### config.mk
export PLATFORM = sky130hd
export DESIGN_NAME = calc_entry_fsm
export DESIGN_NICKNAME = d
export VERILOG_FILES = /design/src/rtl/calc_entry_fsm.sv
export SDC_FILE = /design/constraint.sdc
export NUM_CORES = 1
export LEC_CHECK = 0
export ABC_AREA = 0
export CORE_MARGIN = 4
export CORE_UTILIZATION = 60
export DETAILED_ROUTE_END_ITERATION = 12
export PLACE_DENSITY = 0.85
export SLEW_MARGIN = 25
export SYNTH_ARGS = -nofsm -noshare
export SYNTH_HDL_FRONTEND = slang
export SYNTH_SLANG_ARGS = --single-unit
export TNS_END_PERCENT = 30
### constraint.sdc
create_clock -name clk -period 8 [get_ports clk]
set_clock_uncertainty 0.2 [all_clocks]
set_input_delay 2 -clock clk [delete_from_list [all_inputs] [get_ports clk]]
set_output_delay 2 -clock clk [all_outputs]
set_load 0.01 [all_outputs]
### src/rtl/calc_entry_fsm.sv
// Calculator entry/control FSM: builds two decimal operands from keypad events,
// latches the operator and computes A+B or A-B. The all-clear key is built in when CALC_CLEAR_EN is defined.
module calc_entry_fsm #(
    parameter int unsigned DIGITS = 3,
    parameter int unsigned W      = 10
) (
    input  logic           clk,
    input  logic           rst,
    input  logic           btn_press,
    input  logic           is_num,
    input  logic           is_op,
    input  logic           is_eq,
    input  logic [3:0]     num_val,
    input  logic [1:0]     op_val,
    output logic [W-1:0]   operand_a,
    output logic [W-1:0]   operand_b,
    output logic [1:0]     op_sel,
    output logic [W+1:0]   result,
    output logic           result_valid,
    output logic [1:0]     state,
    output logic [W+1:0]   disp_val
);

    localparam int unsigned MAXV = (10 ** DIGITS) - 1;
    localparam int unsigned CW   = $clog2(DIGITS + 1);
    localparam int unsigned RW   = W + 2;
    localparam int unsigned MW   = W + 4;

    typedef enum logic [1:0] {
        S_A   = 2'd0,
        S_B   = 2'd1,
        S_RES = 2'd2
    } state_t;

    state_t          state_q, state_d;
    logic [W-1:0]    a_q, a_d;
    logic [W-1:0]    b_q, b_d;
    logic [CW-1:0]   cnt_a_q, cnt_a_d;
    logic [CW-1:0]   cnt_b_q, cnt_b_d;
    logic [1:0]      op_q, op_d;
    logic [RW-1:0]   res_q, res_d;
    logic            rv_q, rv_d;
    logic [RW-1:0]   disp_q, disp_d;
    logic            press_q;

    logic            ev;
    logic            k_eq, k_op, k_num;
    logic            op_ok, num_ok, chain_ok;
    logic [MW-1:0]   acc_a, acc_b;
    logic [RW-1:0]   sum, diff;

    // Next-state and datapath decode; one key event is acted on per press
    always_comb begin
        ev       = btn_press & ~press_q;
        k_eq     = ev & is_eq;
        k_op     = ev & ~is_eq & is_op;
        k_num    = ev & ~is_eq & ~is_op & is_num;
        op_ok    = (op_val == 2'd1) || (op_val == 2'd2);
        num_ok   = (num_val <= 4'd9);
        acc_a    = MW'(a_q) * MW'(10) + MW'(num_val);
        acc_b    = MW'(b_q) * MW'(10) + MW'(num_val);
        sum      = RW'(a_q) + RW'(b_q);
        diff     = RW'(a_q) - RW'(b_q);
        chain_ok = ~res_q[RW-1] && (res_q <= RW'(MAXV));

        state_d  = state_q;
        a_d      = a_q;
        b_d      = b_q;
        cnt_a_d  = cnt_a_q;
        cnt_b_d  = cnt_b_q;
        op_d     = op_q;
        res_d    = res_q;
        rv_d     = 1'b0;

        case (state_q)
            S_A: begin
                if (k_op && op_ok) begin
                    op_d    = op_val;
                    b_d     = '0;
                    cnt_b_d = '0;
                    state_d = S_B;
                end else if (k_num && num_ok && (cnt_a_q < CW'(DIGITS))) begin
                    a_d     = W'(acc_a);
                    cnt_a_d = cnt_a_q + CW'(1);
                end
            end
            S_B: begin
                if (k_eq) begin
                    res_d   = (op_q == 2'd2) ? diff : sum;
                    rv_d    = 1'b1;
                    state_d = S_RES;
                end else if (k_op && op_ok) begin
                    op_d = op_val;
                end else if (k_num && num_ok && (cnt_b_q < CW'(DIGITS))) begin
                    b_d     = W'(acc_b);
                    cnt_b_d = cnt_b_q + CW'(1);
                end
            end
            S_RES: begin
                if (k_op && op_ok && chain_ok) begin
                    a_d     = W'(res_q);
                    cnt_a_d = CW'(DIGITS);
                    op_d    = op_val;
                    b_d     = '0;
                    cnt_b_d = '0;
                    state_d = S_B;
                end else if (k_num && num_ok) begin
                    a_d     = W'(num_val);
                    cnt_a_d = CW'(1);
                    b_d     = '0;
                    op_d    = 2'd0;
                    state_d = S_A;
                end
            end
            default: begin
                state_d = S_A;
            end
        endcase

`ifdef CALC_CLEAR_EN
        if (k_op && (op_val == 2'd3)) begin
            state_d = S_A;
            a_d     = '0;
            b_d     = '0;
            cnt_a_d = '0;
            cnt_b_d = '0;
            op_d    = 2'd0;
            res_d   = '0;
            rv_d    = 1'b0;
        end
`endif

        // Display tracks the value the user is currently looking at
        case (state_d)
            S_A:     disp_d = RW'(a_d);
            S_B:     disp_d = (cnt_b_d != '0) ? RW'(b_d) : RW'(a_d);
            S_RES:   disp_d = res_d;
            default: disp_d = '0;
        endcase
    end

    always_ff @(posedge clk) begin
        if (rst) begin
            state_q <= S_A;
            a_q     <= '0;
            b_q     <= '0;
            cnt_a_q <= '0;
            cnt_b_q <= '0;
            op_q    <= 2'd0;
            res_q   <= '0;
            rv_q    <= 1'b0;
            disp_q  <= '0;
            press_q <= 1'b1;
        end else begin
            state_q <= state_d;
            a_q     <= a_d;
            b_q     <= b_d;
            cnt_a_q <= cnt_a_d;
            cnt_b_q <= cnt_b_d;
            op_q    <= op_d;
            res_q   <= res_d;
            rv_q    <= rv_d;
            disp_q  <= disp_d;
            press_q <= btn_press;
        end
    end

    assign operand_a    = a_q;
    assign operand_b    = b_q;
    assign op_sel       = op_q;
    assign result       = res_q;
    assign result_valid = rv_q;
    assign state        = state_q;
    assign disp_val     = disp_q;

endmodule

# After elaboration in Yosys (flattened, before gate mapping)
# Cells that the tools add are included.
# word_totals
mem_bits_rw,0
elab_cells,98
output_inout_bits,49
n_memories,0
in_bits,12
latch_bits,0
rom_bits,0
reg_bits,54
# classes
shifts,0
n_div,0
n_mul,2
muxes,39
reduce_logical,15
n_lt_le_gt_ge,4
add_sub_neg,6
n_eq_ne,11
bitwise,11
# op_table
op,n
two-way mux 10 bit,11
two-way mux 12 bit,3
case mux 12 bit (3 select lines),1
two-way mux 2 bit,17
case mux 10 bit (3 select lines),1
adder 10 x 4 -> 10 bit,2
multiplier 10 x 3 -> 9 bit (second input constant),2
case mux 10 bit (2 select lines),1
case mux 2 bit (3 select lines),3
less-or-equal comparator 12 x 10 -> 1 bit (second input constant),1
adder 10 x 10 -> 11 bit,1
subtractor 10 x 10 -> 11 bit,1
== test 2 bit (second input constant),4
bitwise AND 1 bit,6
== test 2 x 1 -> 1 bit (second input constant),3
logical AND 1 bit,6
!= test 2 bit (second input constant),3
inverter 1 bit,5
adder 2 x 1 -> 2 bit (second input constant),2
less-or-equal comparator 4 bit (second input constant),1
zero test 2 bit,2
< comparator 2 bit (second input constant),2
case mux 2 bit (2 select lines),1
AND reduction 4 bit,1
other kinds (7),8

# Longest topological paths before layout
# depth
word_depth,14
depth_mapped,12
ltp_nobuf,12

# Least setup slack after synthesis
# Ideal clock, no wire load.
# synth_path
path_type,input port to flip-flop
start,in num_val[1]
end,reg disp_q[9] (netlist: disp_val[9])
setup_slack_ns,3.871
path_buffers,0
path_stages,10
required_ns,7.726
t_arrival_ns,3.855
setup_time_ns,0.074
cell_sequence,ha_1 inv_1 fa_1 nor2b_1 o21bai_4 nor4_4 xnor3_1 o21ai_1 a22oi_1 a31oi_1
# synth_via
elab_chain_len,10
word_cells_on_any_way,30
cone_classes,add/sub (2); order compare (1); eq/ne (2); mux (20); reduce/logical (5)
# synth_rtl
element,line_no,text
"start, declared",13,"input logic [3:0] num_val,"
less-or-equal comparator 4 bit,59,num_ok = (num_val <= 4'd9);
logical AND 1 bit,"82, 94, 107",
logical AND 1 bit,94,end else if (k_num && num_ok && (cnt_b_q < CW'(DIGITS))) begin
two-way mux 2 bit,94,
two-way mux 2 bit,92,end else if (k_op && op_ok) begin
two-way mux 2 bit,88,if (k_eq) begin
case mux 2 bit (3 select lines),75,case (state_q)
nonzero test 2 bit,136,S_B: disp_d = (cnt_b_d != '0) ? RW'(b_d) : RW'(a_d);
two-way mux 10 bit,136,
case mux 12 bit (3 select lines) (*),134,case (state_d)
"end signal, assigned",163,disp_q <= disp_d;
"end, declared",43,"logic [RW-1:0] disp_q, disp_d;"
# Every way passes the cells marked *; elsewhere a longest branch is shown, timed or not.
# A chain may end at the register's enable or synchronous reset.

# Worst setup path after layout
# layout_path
start,in num_val[2]
end,reg disp_q[6] (netlist: disp_val[6])
# The elaborated chain is that of the path after synthesis.

==> impl_metrics.yaml <==
route:
  ant_nets: 0
  dr.first_iter.drc_count: 345
  vias: 4174
  drt-total-wl_mm: 12.8
  viasPerCell: 6.32
  dr.pass1.iters: 5
  avgRoutedWirePerCell_um: 19.4
  drc: 0
clocking:
  post_cts_resized: 0
  cts_sinks: 54
  post_cts_buffers: 0
  hold_buffers: 0
  clk_pin_slew_ns: 0.10
  clockBufferDepth: 2
  clock_latency_ns: 0.32
  numCtsBuffers: 5
  cts_max_level: 2
  cts_tree: "built"
  root_buffer: "clkbuf_8"
cells_and_area:
  final_area_mm2: 0.00500
  final_core_util_pct: 73.2
  final_cells: 660
  final_common_cell: "nor2_1"
  drive_above_1_share_pct: 5.50
  nets: 631
  final_cell_mix: "63 x nor2_1, 59 x clkdlybuf4s50_1, 54 x dfxtp_1, 51 x nand2_1, 50 x ha_1"
  syn_to_final_growth_pct: 18.4
  num_antenna_cells: 0
sta:
  slew_headroom_pct: 35.5
  finalHoldViolations: 0
  setup_violations: 0
  finalCritPeriodShare_pct: 59.3
  tightest_slew_ns: 0.968
  finalMaxSlewViolations: 0
  fin_hold_ws_ns: 0.286
  setup_slack_ns: 3.26
  rsz0062_at_grt: "false"
  finalCriticalPeriod_ns: 4.74
  max_freq_mhz: 211
  fin_tns_setup_ns: 0
placement:
  gp_congestion: 1.04
  portBuffers: 60
  dp_slack_ns: 2.97
  dp_cells: 652
  place_hpwl_mm: 9.77
  placed_area_mm2: 0.00488
global_route:
  grt_pass1_vias: 4078
  grt-ovfl-total: 0
  grt_usage_pct: 30.3
  antenna_found_initial: 0
  grt_max_degree: 53
  grt_pass1_wl_mm: 20.4
pwr:
  irDropWorstVdd_mv: 0.0941
  power_density_mw_per_mm2: 99.3
  leakagePower_nw: 2.05
  power_mw: 0.497
synth:
  synthArstFlopShare_pct: 0
  syn_nets: 579
  avgSynthCellArea_um2: 8.26
  ys_seq_area_share_pct: 25.6
  synthFlopType: "dfxtp_1"
  ys_types: 73
  syn_area_mm2: 0.00422
  synth_edf_count: 0
  syn_inst: 511
  synth-seq-cells: 54
  ys.warnings.count: 0
floorplanning:
  rows: 30
  die_area_mm2: 0.00844
  dieHeight_um: 91.9
  die_w_um: 91.9
  io_pins: 61
  start_util_pct: 61.8
  core_mm2: 0.00683
outcome:
  outcome: "completed"
setup_path:
  worstSetupStartpointType: "input port"
  crit_fanout: 15
  worstPathRequired_ns: 7.97
  arrival_ns: 4.71
  end_kind: "flop"
  critPathKind: "input port to flop"
worst_hold_path:
  hold_path_class: "flop to flop"
run:
  max_cap_viol_count: 0
-- state kept, by name, summed over array words and instances, names as in the netlist --
register / flops
cnt_b_q: 2
result: 12
cnt_a_q: 2
operand_a: 10
op_sel: 2
state: 2
result_valid: 1
disp_val: 12
press_q: 1
operand_b: 10
-- cell usage after synthesis (all sizes together), types with 3 or more instances --
library cell	instances	area, µm²
a211oi	10	80.1
a21o	12	90.1
a21oi	39	195
a221oi	3	26.3
a22oi	12	90.1
a31oi	8	50.1
buf	4	22.5
clkbuf	13	48.8
dfxtp	54	1080
fa	6	120
ha	50	626
inv	21	78.8
nand2	51	191
nand2b	4	25.0
nand3	13	75.1
nor2	65	249
nor2b	15	93.8
nor3	9	55.1
nor3b	3	27.5
nor4	3	40.0
o21ai	27	139
o21bai	3	33.8
o22a	3	27.5
o311ai	4	35.0
or2	3	18.8
or3	4	25.0
xnor2	19	166
xor2	12	105
-- final timing paths --
kind	endpoint	depth (start not counted)	start	slack [ns]
worst min register to register	op_sel[0]	2	op_sel[0]	0.29
worst min-delay path	op_sel[0]	2	op_sel[0]	0.29
worst max-delay path	disp_val[6]	9	num_val[2]	3.26
worst max register to register	disp_val[9]	11	operand_b[3]	4.45
-- kinds of logic (layout without fill, tap and decap cells) --
group | Yosys count | count (layout) | synth area share (%)
buffers and inverters | 39 | 92 | 3.64
AND/OR/NAND/NOR | 178 | 178 | 20.3
multiplexers | 3 | 3 | 0.741
flip-flops | 54 | 54 | 25.6
XOR/XNOR | 33 | 33 | 7.53
adder cells (fa/ha/maj) | 56 | 56 | 17.7
AO/OA/AOI/OAI | 148 | 148 | 24.5
-- routing by layer --
| layer | up-vias | global-route usage [%] | routed length [µm] |
|---|---|---|---|
| met5 | - | 0 | 0 |
| met4 | 0 | 12.1 | 411 |
| met3 | 41 | 5.41 | 1120 |
| met2 | 226 | 49.2 | 5940 |
| met1 | 1961 | 39.9 | 5310 |
| li1 | 1946 | - | - |
-- power breakdown --
group,internal (mW),leakage (nW),switching [mW]
Combinational,0.0143,1.55,0.0189
Clock,0.0950,0.0587,0.0964
Sequential,0.270,0.435,0.00198
Total,0.379,2.05,0.117
-- area by class of cell --
type | instances | area [µm²]
Tap cell | 96 | 120
Inverter | 22 | 82.6
Fill cell | 556 | 1830
Sequential cell | 54 | 1080
Timing Repair Buffer | 62 | 611
Multi-Input combinational cell | 418 | 2990
Clock inverter | 3 | 47.5
Clock buffer | 5 | 68.8
-- worst max-delay path: stages --
cell and delay, ns:
clkdlybuf4s50_1 0.57, o21ai_0 0.32, nand3_2 0.32, nor2_1 0.29, a21oi_1 0.14, nor2_1 0.53, nor2_1 0.19, a22oi_1 0.24
a31oi_1 0.10
Power figures use the tool's default switching activity.
